===== config.mk =====
export PLATFORM = sky130hd
export DESIGN_NAME = multicycle_ctrl
export DESIGN_NICKNAME = d
export VERILOG_FILES = /design/src/rtl/mctrl_pkg.sv /design/src/rtl/mctrl_opdec.sv /design/src/rtl/multicycle_ctrl.sv
export SDC_FILE = /design/constraint.sdc
export NUM_CORES = 1
export LEC_CHECK = 0
export ABC_AREA = 1
export BUFFER_PORTS_ARGS = -buffer_cell sky130_fd_sc_hd__buf_4
export CORE_MARGIN = 3
export CORE_UTILIZATION = 54
export CTS_BUF_LIST = sky130_fd_sc_hd__clkbuf_8
export CTS_CLUSTER_SIZE = 24
export DETAILED_ROUTE_END_ITERATION = 7
export PLACE_DENSITY = 0.94
export SYNTH_ARGS = -nofsm -noshare
export SYNTH_HDL_FRONTEND = slang
export SYNTH_HIERARCHICAL = 1
export SYNTH_SLANG_ARGS = --single-unit

===== constraint.sdc =====
create_clock -name clk -period 4.5 [get_ports clk]
set_input_delay 0.225 -clock clk [delete_from_list [all_inputs] [get_ports clk]]
set_output_delay 0.225 -clock clk [all_outputs]
set_load 0.03 [all_outputs]

===== src/rtl/mctrl_pkg.sv =====
// Shared definitions for the multi-cycle RV32I control unit: FSM states,
// RV32I major opcodes, instruction classes and datapath select encodings.
package mctrl_pkg;

    typedef enum logic [3:0] {
        S_FETCH, S_IFWAIT, S_DECODE, S_MEMADR, S_MEMWAIT, S_MEMWB,
        S_EXEC, S_ALUWB, S_BRANCH, S_JAL, S_JALR, S_UWB, S_ERROR
    } state_e;

    typedef enum logic [3:0] {
        CL_LOAD, CL_STORE, CL_ALU_R, CL_ALU_I, CL_BRANCH,
        CL_JAL, CL_JALR, CL_AUIPC, CL_LUI, CL_ILLEGAL
    } iclass_e;

    localparam logic [6:0] OP_LOAD  = 7'b0000011;
    localparam logic [6:0] OP_STORE = 7'b0100011;
    localparam logic [6:0] OP_R     = 7'b0110011;
    localparam logic [6:0] OP_I     = 7'b0010011;
    localparam logic [6:0] OP_BR    = 7'b1100011;
    localparam logic [6:0] OP_JAL   = 7'b1101111;
    localparam logic [6:0] OP_JALR  = 7'b1100111;
    localparam logic [6:0] OP_AUIPC = 7'b0010111;
    localparam logic [6:0] OP_LUI   = 7'b0110111;

    localparam logic [2:0] IMM_I = 3'b000;
    localparam logic [2:0] IMM_S = 3'b001;
    localparam logic [2:0] IMM_B = 3'b010;
    localparam logic [2:0] IMM_J = 3'b011;
    localparam logic [2:0] IMM_U = 3'b100;

    localparam logic [2:0] RES_ALU   = 3'b000;
    localparam logic [2:0] RES_MEM   = 3'b001;
    localparam logic [2:0] RES_PC4   = 3'b010;
    localparam logic [2:0] RES_PCIMM = 3'b011;
    localparam logic [2:0] RES_IMM   = 3'b100;

    localparam logic [1:0] ALU_ADD = 2'b00;
    localparam logic [1:0] ALU_SUB = 2'b01;
    localparam logic [1:0] ALU_F3  = 2'b10;

    localparam logic [1:0] PC_PLUS4 = 2'b00;
    localparam logic [1:0] PC_IMM   = 2'b01;
    localparam logic [1:0] PC_REG   = 2'b10;

endpackage


===== src/rtl/mctrl_opdec.sv =====
// Opcode decoder: maps IR[6:0] to an instruction class, the immediate
// format for the immediate generator, and a legal-opcode flag.
module mctrl_opdec
    import mctrl_pkg::*;
(
    input  logic [6:0] op_i,
    output logic [3:0] cls_o,
    output logic [2:0] imm_src_o,
    output logic       legal_o
);

    // Pure lookup; unknown opcodes fall out as CL_ILLEGAL with legal_o low.
    always_comb begin
        cls_o     = CL_ILLEGAL;
        imm_src_o = IMM_I;
        legal_o   = 1'b1;
        case (op_i)
            OP_LOAD:  cls_o = CL_LOAD;
            OP_STORE: begin cls_o = CL_STORE;  imm_src_o = IMM_S; end
            OP_R:     cls_o = CL_ALU_R;
            OP_I:     cls_o = CL_ALU_I;
            OP_BR:    begin cls_o = CL_BRANCH; imm_src_o = IMM_B; end
            OP_JAL:   begin cls_o = CL_JAL;    imm_src_o = IMM_J; end
            OP_JALR:  cls_o = CL_JALR;
            OP_AUIPC: begin cls_o = CL_AUIPC;  imm_src_o = IMM_U; end
            OP_LUI:   begin cls_o = CL_LUI;    imm_src_o = IMM_U; end
            default:  legal_o = 1'b0;
        endcase
    end

endmodule


===== src/rtl/multicycle_ctrl.sv =====
// Multi-cycle RV32I control unit. Sequences FETCH/DECODE/EXEC/MEM/WB with a
// ready/rvalid memory handshake and a per-wait timeout that traps to S_ERROR.
// Optional build macro MCTRL_ILLEGAL_TRAP_EN: unknown opcodes trap to S_ERROR
// and raise the sticky 'illegal' output; otherwise they retire as a NOP.
module multicycle_ctrl
    import mctrl_pkg::*;
#(
    parameter int XLEN        = 32,
    parameter int MEM_TIMEOUT = 16
) (
    input  logic            clk,
    input  logic            rst_n,
    input  logic [XLEN-1:0] PC,
    input  logic [6:0]      op,
    output logic            mem_req,
    output logic            mem_we,
    output logic            AdrSrc,
    input  logic            mem_ready,
    input  logic            mem_rvalid,
    output logic            IRWrite,
    output logic            PCWrite,
    output logic [1:0]      PCSrc,
    output logic            Branch,
    output logic            RegWrite,
    output logic            ALUSrc,
    output logic [2:0]      ImmSrc,
    output logic [1:0]      ALUOp,
    output logic [2:0]      ResultSrc,
    output logic            Ret,
    output logic            busy,
    output logic            bus_err,
    output logic [XLEN-1:0] trap_pc
`ifdef MCTRL_ILLEGAL_TRAP_EN
    ,
    output logic            illegal
`endif
);

    localparam int CNT_W = $clog2(MEM_TIMEOUT + 1);
    localparam logic [CNT_W-1:0] CNT_LAST = CNT_W'(MEM_TIMEOUT - 1);

    state_e          state_q, state_d;
    logic [CNT_W-1:0] cnt_q, cnt_d;
    logic            bus_err_q, bus_err_d;
    logic [XLEN-1:0] trap_pc_q, trap_pc_d;
`ifdef MCTRL_ILLEGAL_TRAP_EN
    logic            illegal_q, illegal_d;
`endif
    logic            wait_tick;
    logic [3:0]      cls;
    logic [2:0]      imm_src;
    logic            legal;

    mctrl_opdec u_opdec (
        .op_i      (op),
        .cls_o     (cls),
        .imm_src_o (imm_src),
        .legal_o   (legal)
    );

    // Next-state, timeout counter and trap capture.
    always_comb begin
        state_d   = state_q;
        cnt_d     = cnt_q;
        bus_err_d = bus_err_q;
        trap_pc_d = trap_pc_q;
`ifdef MCTRL_ILLEGAL_TRAP_EN
        illegal_d = illegal_q;
`endif
        wait_tick = 1'b0;
        case (state_q)
            S_FETCH:   if (mem_ready)  state_d = S_IFWAIT; else wait_tick = 1'b1;
            S_IFWAIT:  if (mem_rvalid) state_d = S_DECODE; else wait_tick = 1'b1;
            S_DECODE: begin
                if (!legal) begin
`ifdef MCTRL_ILLEGAL_TRAP_EN
                    state_d   = S_ERROR;
                    illegal_d = 1'b1;
                    trap_pc_d = PC;
`else
                    state_d   = S_FETCH;
`endif
                end else begin
                    case (cls)
                        CL_LOAD, CL_STORE:  state_d = S_MEMADR;
                        CL_ALU_R, CL_ALU_I: state_d = S_EXEC;
                        CL_BRANCH:          state_d = S_BRANCH;
                        CL_JAL:             state_d = S_JAL;
                        CL_JALR:            state_d = S_JALR;
                        default:            state_d = S_UWB;
                    endcase
                end
            end
            S_MEMADR:  if (mem_ready) state_d = S_MEMWAIT; else wait_tick = 1'b1;
            S_MEMWAIT: begin
                if (mem_rvalid) state_d = (cls == CL_LOAD) ? S_MEMWB : S_FETCH;
                else            wait_tick = 1'b1;
            end
            S_EXEC:    state_d = S_ALUWB;
            S_ERROR:   state_d = S_ERROR;
            default:   state_d = S_FETCH;
        endcase
        if (wait_tick) begin
            if (cnt_q == CNT_LAST) begin
                state_d   = S_ERROR;
                bus_err_d = 1'b1;
                trap_pc_d = PC;
            end else begin
                cnt_d = cnt_q + 1'b1;
            end
        end
        // Every state change restarts the wait budget for the state entered.
        if (state_d != state_q) cnt_d = '0;
    end

    // State and sticky trap registers; async active-low reset.
    always_ff @(posedge clk or negedge rst_n) begin
        if (!rst_n) begin
            state_q   <= S_FETCH;
            cnt_q     <= '0;
            bus_err_q <= 1'b0;
            trap_pc_q <= '0;
`ifdef MCTRL_ILLEGAL_TRAP_EN
            illegal_q <= 1'b0;
`endif
        end else begin
            state_q   <= state_d;
            cnt_q     <= cnt_d;
            bus_err_q <= bus_err_d;
            trap_pc_q <= trap_pc_d;
`ifdef MCTRL_ILLEGAL_TRAP_EN
            illegal_q <= illegal_d;
`endif
        end
    end

    // Moore strobes from the state register, forced low while reset is held.
    // IRWrite and the store PCWrite also qualify on the rvalid they consume.
    always_comb begin
        mem_req   = 1'b0;
        mem_we    = 1'b0;
        AdrSrc    = 1'b0;
        IRWrite   = 1'b0;
        PCWrite   = 1'b0;
        PCSrc     = PC_PLUS4;
        Branch    = 1'b0;
        RegWrite  = 1'b0;
        ALUSrc    = 1'b0;
        ImmSrc    = IMM_I;
        ALUOp     = ALU_ADD;
        ResultSrc = RES_ALU;
        Ret       = 1'b0;
        busy      = 1'b0;
        if (rst_n) begin
            busy = (state_q != S_FETCH);
            case (state_q)
                S_FETCH:   mem_req = 1'b1;
                S_IFWAIT:  IRWrite = mem_rvalid;
                S_DECODE: begin
                    ImmSrc = imm_src;
`ifndef MCTRL_ILLEGAL_TRAP_EN
                    PCWrite = !legal;
`endif
                end
                S_MEMADR: begin
                    ImmSrc  = imm_src;
                    ALUSrc  = 1'b1;
                    mem_req = 1'b1;
                    AdrSrc  = 1'b1;
                    mem_we  = (cls == CL_STORE);
                end
                S_MEMWAIT: begin
                    ImmSrc  = imm_src;
                    AdrSrc  = 1'b1;
                    PCWrite = mem_rvalid && (cls == CL_STORE);
                end
                S_MEMWB: begin
                    RegWrite  = 1'b1;
                    ResultSrc = RES_MEM;
                    PCWrite   = 1'b1;
                end
                S_EXEC, S_ALUWB: begin
                    ImmSrc   = imm_src;
                    ALUSrc   = (cls == CL_ALU_I);
                    ALUOp    = ALU_F3;
                    RegWrite = (state_q == S_ALUWB);
                    PCWrite  = (state_q == S_ALUWB);
                end
                S_BRANCH: begin
                    ImmSrc  = imm_src;
                    ALUOp   = ALU_SUB;
                    Branch  = 1'b1;
                    PCWrite = 1'b1;
                end
                S_JAL, S_JALR: begin
                    ImmSrc    = imm_src;
                    ALUSrc    = 1'b1;
                    RegWrite  = 1'b1;
                    ResultSrc = RES_PC4;
                    PCWrite   = 1'b1;
                    PCSrc     = (state_q == S_JALR) ? PC_REG : PC_IMM;
                    Ret       = (state_q == S_JALR);
                end
                S_UWB: begin
                    ImmSrc    = imm_src;
                    RegWrite  = 1'b1;
                    ResultSrc = (cls == CL_LUI) ? RES_IMM : RES_PCIMM;
                    PCWrite   = 1'b1;
                end
                default: ;
            endcase
        end
    end

    assign bus_err = bus_err_q;
    assign trap_pc = trap_pc_q;
`ifdef MCTRL_ILLEGAL_TRAP_EN
    assign illegal = illegal_q;
`endif

endmodule


==> impl_results.md, run 1 <==
- Status: complete, no violations
- Post-DP HPWL: 4790 um
- Crit-path max FO: 39
- Fin Setup TNS: 0 ps
- Setup Buffers After CTS: 0
- Placed inst area: ~3100 um2
- Pwr per Cell Area: between 300 and 400 nW/um2
- Post-place setup slack: approximately 1800 ps
- Post-synth ARST share: between 90% and 100%
- Max VDD drop: 277 uV
- MaxCap Viol Count: 0
- Crit path DAT: between 2000 and 3000 ps
- Wl on met1: roughly 2400 um
- Routability cong.: slightly above 0.9
- Clk slew on worst S/H paths: around 80 ps
- Total core area: just over 4000 um2
- Final setup fails: 0
- Max Root-Sink Buffers: 2
- Syn Area/Cell: between 8 and 9 um2
- Largest net degree at the start of global routing: 48
- Synth Register Bits: 42
- CTS Root Buffer Type: clkbuf_8
- Fill cells: between 200 and 300
- Cells after Synth: approximately 270
- Largest incremental delay on the critical path: 600 ps
- Hold/Removal Path Class: primary input to flop
- Worst EP required: 4680 ps
- Clock Latency Late Sink: slightly below 300 ps
- DR top layer: met4
- CTS tree: yes
- Final Hold Fails: 0
- Clk sink count: 42
- Startpoint types: flop
- Slew Limit Headroom: a little over a third
- Antenna diode count: 0
- Total number of vias: 2210
- Yosys cell types: 31
- Hold slack: around 160 ps
- Tot GR Track Use: around a quarter
- CP max stage cell: nor2_1
- Layout area overhead: 34.5%
- Yosys warnings: 6
- Ys flop type: dfrtp_1
- Leakage: roughly 1.9 nW
- Layout cells sized above 1: 41.9%
- Remaining Overflow, GRT: 0
- RSZ-0062 raised after global routing: no
- Fmax: between 300 and 400 MHz
- Port buffer count: 95
- Seq/Total Area, Yosys: between 40% and 50%
- Post-route total power: about 1.1 mW
- Final worst-path cycle share: between 60% and 70%
- Initial Util: about three fifths
- Multi-input gate area: roughly 1200 um2
- Worst Skew: ~5.4 ps
- Vias/cell: approximately 5.3
- Antenna violations before repair: 0
- Nets@finish: about 410
- Commonest non-fill, non-tap cell in the layout: buf_4
- TritonCTS Buffers: 5
- Die area: ~5300 um2
- Most frequent CP cell: nand2_1
- Final Instance Area: approximately 3200 um2
- Chip height: 72.8 um
- # IOs: 96
- Syn nets: 319
- DRT Pass-1 Iters: 4
- CP Buf/Inv Count: 1
- Crit path kind: flop to flop
- Wire length per cell: roughly 14 um
- Tmin final: 2770 ps
- Slew @ Worst Pin: 953 ps
- WL met3: approximately 600 um
- Vias in the first global route: 2220
- Pins over their slew limit: 0
- Post-synth EDFFs: 0
- First-pass GRT wire length: roughly 10000 um
- Cell Rows: 23
- CP Capture Type: flop
- Final worst setup slack: around 1700 ps
- Htree depth: 2
- Critical Path, Cell by Cell: nor2_1, nand2_2, nand2_1, nand2_1, nand2_1, nand2_2, nand3_1, nand2_1, nand2_1, inv_1, nand3_1, nor2_1
- DRC: 0
- Post-route ant nets: 0
- Register area: between 1000 and 1500 um2
- Drt initial violations: 190
- Post-Syn Area: 2410 um2
- Routed length on met2: between 3000 and 4000 um
- Crit path max-delay family: simple AND/OR/NAND/NOR gates
- Commonest non-fill, non-tap cells in the layout: 95 x buf_4, 58 x nand2_1, 42 x dfrtp_1
- Die W: around 73 um
- Drt total wl: about 6000 um
- Post-CTS sizing: 0
## power breakdown
part	leakage, nW	switching, mW	total [mW]	internal, mW
clock	0.0607	0.122	0.283	0.161
sequential	0.578	0.0332	0.428	0.394
combinational	1.22	0.233	0.360	0.127
## repair_timing
action | in CTS | in global routing
endpoints found under the setup margin | 0 | 0
hold buffers | 1 | 0
endpoints found under the hold margin | 42 | 0
## flip-flops by register name (all words and copies together) (netlist names)
name	flops
trap_pc	32
state_q	4
bus_err	1
cnt_q	5
## cell families after synthesis
kind of cell	synth area share, %
AND/OR/NAND/NOR	27.1
flip-flops	43.6
buffers and inverters	7.32
multiplexers	16.2
AO/OA/AOI/OAI	3.68
XOR/XNOR	1.09
adder cells (fa/ha/maj)	1.04
## through the flow
| step | cells | util [%] |
|---|---|---|
| 3_5_place_dp | 411 | 75.5 |
| 6_report | 420 | 78.3 |
| 3_3_place_gp | 411 | 75.5 |
| 4_1_cts | 420 | 78.3 |
| 2_1_floorplan | 274 | - |
| 5_1_grt | 420 | 78.3 |
## path summary, 6_finish.rpt
path | startpoint | end | slack, ps | depth (start not counted)
worst max-delay path | state_q[2] | cnt_q[3] | 1730 | 12
worst min-delay path | PC[27] | trap_pc[27] | 160 | 2
worst max register to register | state_q[2] | cnt_q[3] | 1730 | 12
worst min register to register | trap_pc[8] | trap_pc[8] | 510 | 1
max in group asynchronous | rst_n | trap_pc[25] | 3660 | 2
min in group asynchronous | rst_n | trap_pc[7] | 470 | 2
## area by class of cell
class | count | share of cell area, %
Timing Repair Buffer | 96 | 22.3
Clock inverter | 3 | 1.16
Clock buffer | 5 | 2.12
Inverter | 31 | 3.59
Sequential cell | 42 | 32.4
Multi-Input combinational cell | 193 | 36.5
Tap cell | 50 | 1.93
## per-layer routing
layer  GRT usage [%]  vias up
met5               0        -
met4            6.76        0
met3            7.85        8
met2            40.4      111
met1            30.0     1013
li1                -     1078
## synthesized netlist by cell type, drive strengths merged, types with 2 or more instances
cell type / number / area, um2
and3: 3 / 18.8
buf: 8 / 60.1
nor3b: 3 / 22.5
o21ai: 4 / 23.8
mux2: 32 / 390
a31oi: 2 / 12.5
nor3: 8 / 40.0
nand2: 65 / 272
xor2: 2 / 17.5
a21oi: 6 / 30.0
ha: 2 / 25.0
nand4: 3 / 18.8
dfrtp: 42 / 1050
clkinv: 2 / 7.51
nand3: 20 / 105
inv: 29 / 109
nor2: 39 / 176
Note: power is estimated with default switching activity, not from simulation.
==> run 2: changes to the inputs <==
--- a/config.mk
+++ b/config.mk
@@ -8,11 +8,11 @@
 export ABC_AREA = 1
 export BUFFER_PORTS_ARGS = -buffer_cell sky130_fd_sc_hd__buf_4
 export CORE_MARGIN = 3
-export CORE_UTILIZATION = 54
+export CORE_UTILIZATION = 50
 export CTS_BUF_LIST = sky130_fd_sc_hd__clkbuf_8
 export CTS_CLUSTER_SIZE = 24
 export DETAILED_ROUTE_END_ITERATION = 7
-export PLACE_DENSITY = 0.94
+export PLACE_DENSITY = 0.88
 export SYNTH_ARGS = -nofsm -noshare
 export SYNTH_HDL_FRONTEND = slang
 export SYNTH_HIERARCHICAL = 1
==> constraint.sdc (replaced) <==
create_clock -name clk -period 2.6 [get_ports clk]
set_input_delay 0.13 -clock clk [delete_from_list [all_inputs] [get_ports clk]]
set_output_delay 0.13 -clock clk [all_outputs]
set_load 0.03 [all_outputs]
==> run 2 against run 1 <==
  * Sequential share of layout area decreased by 0.17 points
  * First-iteration DRC count shrank 42%
  * Count of clock-buffer cells in the layout grew 1
  * Non-clock buffer count increased by 4
  * Final cell count increased by 1.4%
  * Core utilization is 5.9 points lower
  * Maximum frequency up 34%
  * Critical path type unchanged
  * Sequential power is 72% higher
  * Largest power group unchanged
  * Design area up 0.54%
==> impl_results.md, run 2 (synthesized netlist as in run 1, its figures left out) <==
- Status: complete, no violations
- Placed inst area: approximately 3200 um2
- Worst r2r dst: cnt_q[2]
- CTS Root Buffer Type: clkbuf_8
- Crit path kind: flop to flop
- Tmin final: about 2100 ps
- Port buffer count: 95
- Hold Path Depth: 2
- Most frequent CP cell: nand2_1
- Final Hold Fails: 0
- Worst Skew: ~3.5 ps
- Die area: roughly 5700 um2
- TritonCTS Buffers: 5
- Wire length per cell: 14.5 um
- Tot GR Track Use: ~22%
- Pwr per Cell Area: between 500 and 600 nW/um2
- Antenna diode count: 0
- CP max stage cell: dfrtp_1
- Post-DP HPWL: just under 5000 um
- DRT Pass-1 Iters: 4
- CTS tree: yes
- Slew @ Worst Pin: around 520 ps
- Routability cong.: around 1
- Hold slack: between 60 and 70 ps
- Initial Util: between 50 and 60%
- Total core area: between 4000 and 5000 um2
- Post-route total power: around 1.8 mW
- Layout cells sized above 1: 42.8%
- Switching pwr: ~0.67 mW
- Post-Layout Cell Count: between 400 and 500
- R2r worst-path depth: 14
- Worst Hold End: trap_pc[1]
- Max VDD drop: 426 uV
- Fill cells: ~360
- Hold Startpoint: PC[1]
- Leakage: ~1.9 nW
- Die W: about 75 um
- Hold/Removal Path Class: primary input to flop
- Htree depth: 2
- First-pass GRT wire length: between 9000 and 10000 um
- Post-route ant nets: 0
- RSZ-0062 raised after global routing: no
- Vias in the first global route: between 2000 and 2500
- Largest net degree at the start of global routing: 43
- Flop pwr share: between 40% and 50%
- Crit path DAT: about 2300 ps
- Antenna violations before repair: 0
- # IOs: 96
- CP Capture Type: flop
- Critical Path, Cell by Cell: nand2_1, clkinv_1, nand2_2, nand2_1, nand2_1, nand2_1, nand2_2, buf_4, nand3_1, nand2_1, nand2_1, inv_1, nand3_1, nor2_1
- Remaining Overflow, GRT: 0
- Commonest non-fill, non-tap cell in the layout: buf_4
- Comb power frac: around a third
- Reg2Reg Setup Slack: roughly 530 ps
- DRC: 0
- Drt total wl: between 6000 and 7000 um
- Final worst setup slack: approximately 530 ps
- Sw frac: between 30% and 40%
- MaxCap Viol Count: 0
- Clock Power Share: a little under a quarter
- Max Root-Sink Buffers: 2
- Drt initial violations: roughly 110
- Finished Core Util: between 70% and 80%
- Chip height: approximately 75 um
- Startpoint types: flop
- Clock Latency Late Sink: approximately 290 ps
- Pins over their slew limit: 0
- Post-place setup slack: ~560 ps
- Commonest non-fill, non-tap cells in the layout: 99 x buf_4, 58 x nand2_1, 42 x dfrtp_1
- Cell Rows: 24
- Placed cell count: between 400 and 500
- Total number of vias: about 2200
- Final setup fails: 0
- Clk slew on worst S/H paths: 80 ps
- Slew Limit Headroom: about two thirds
- Max FFs per register: 32
- Clk sink count: between 40 and 50
- Internal power: between 1 and 1.5 mW
- Nets@finish: 418
- Crit-path max FO: 21
- Final Instance Area: roughly 3300 um2
- Worst flop-to-flop path startpoint: state_q[1]
- Final worst-path cycle share: between 70% and 80%
- Largest incremental delay on the critical path: approximately 500 ps
- Vias/cell: about 5.2
- Layout area overhead: 35.2%
- Fmax: 484 MHz
- Fin Setup TNS: 0 ps
- Worst EP required: around 2800 ps
-- run 2: worst max-delay path by stage --
| stage | start | end | slack [ps] |
|---|---|---|---|
| after floorplan | cnt_q[0] | trap_pc[24] | 840 |
| after global placement | op[4] | cnt_q[0] | 630 |
| after detailed placement | op[4] | cnt_q[2] | 560 |
| after CTS | state_q[1] | cnt_q[2] | 540 |
| after global routing | state_q[1] | cnt_q[2] | 340 |
| final | state_q[1] | cnt_q[2] | 530 |
-- run 2: metal layers --
metal,up-vias,track usage (%),routed length [um]
li1,1080,-,-
met1,1021,27.3,2540
met2,87,38.5,3060
met3,8,6.46,511
met4,0,5.63,70
met5,-,0,0
-- run 2: power by group through the flow --
stage                     Combinational, mW  Clock (mW)  Sequential [mW]
after global routing                  0.705       0.458            0.740
final                                 0.630       0.419            0.736
after CTS                             0.627       0.432            0.734
after global placement                0.616           0            0.743
after detailed placement              0.621           0            0.746
after floorplan                       0.448           0            0.720
-- run 2: layout make-up --
class / instances / area [um2] / area share (%)
Clock buffer: 6 / 82.6 / 2.53
Multi-Input combinational cell: 193 / 1180 / 36.3
Tap cell: 52 / 65.1 / 2.00
Timing Repair Buffer: 100 / 753 / 23.1
Clock inverter: 2 / 8.76 / 0.269
Inverter: 31 / 116 / 3.57
Sequential cell: 42 / 1050 / 32.2
-- run 2: timing repair --
action                                  4_1_cts  5_1_grt
hold endpoints to repair                     42        0
buffers inserted                              0        0
resized for setup                             0        0
endpoints found under the setup margin        0        0
hold buffers                                  1        0
-- run 2: critical path, delay by kind of cell, from the launching register on --
kind / cells / cell delay, ps
and+or+nand+nor: 11 / 1020
DFF: 1 / 500
buffers and inverters: 3 / 460
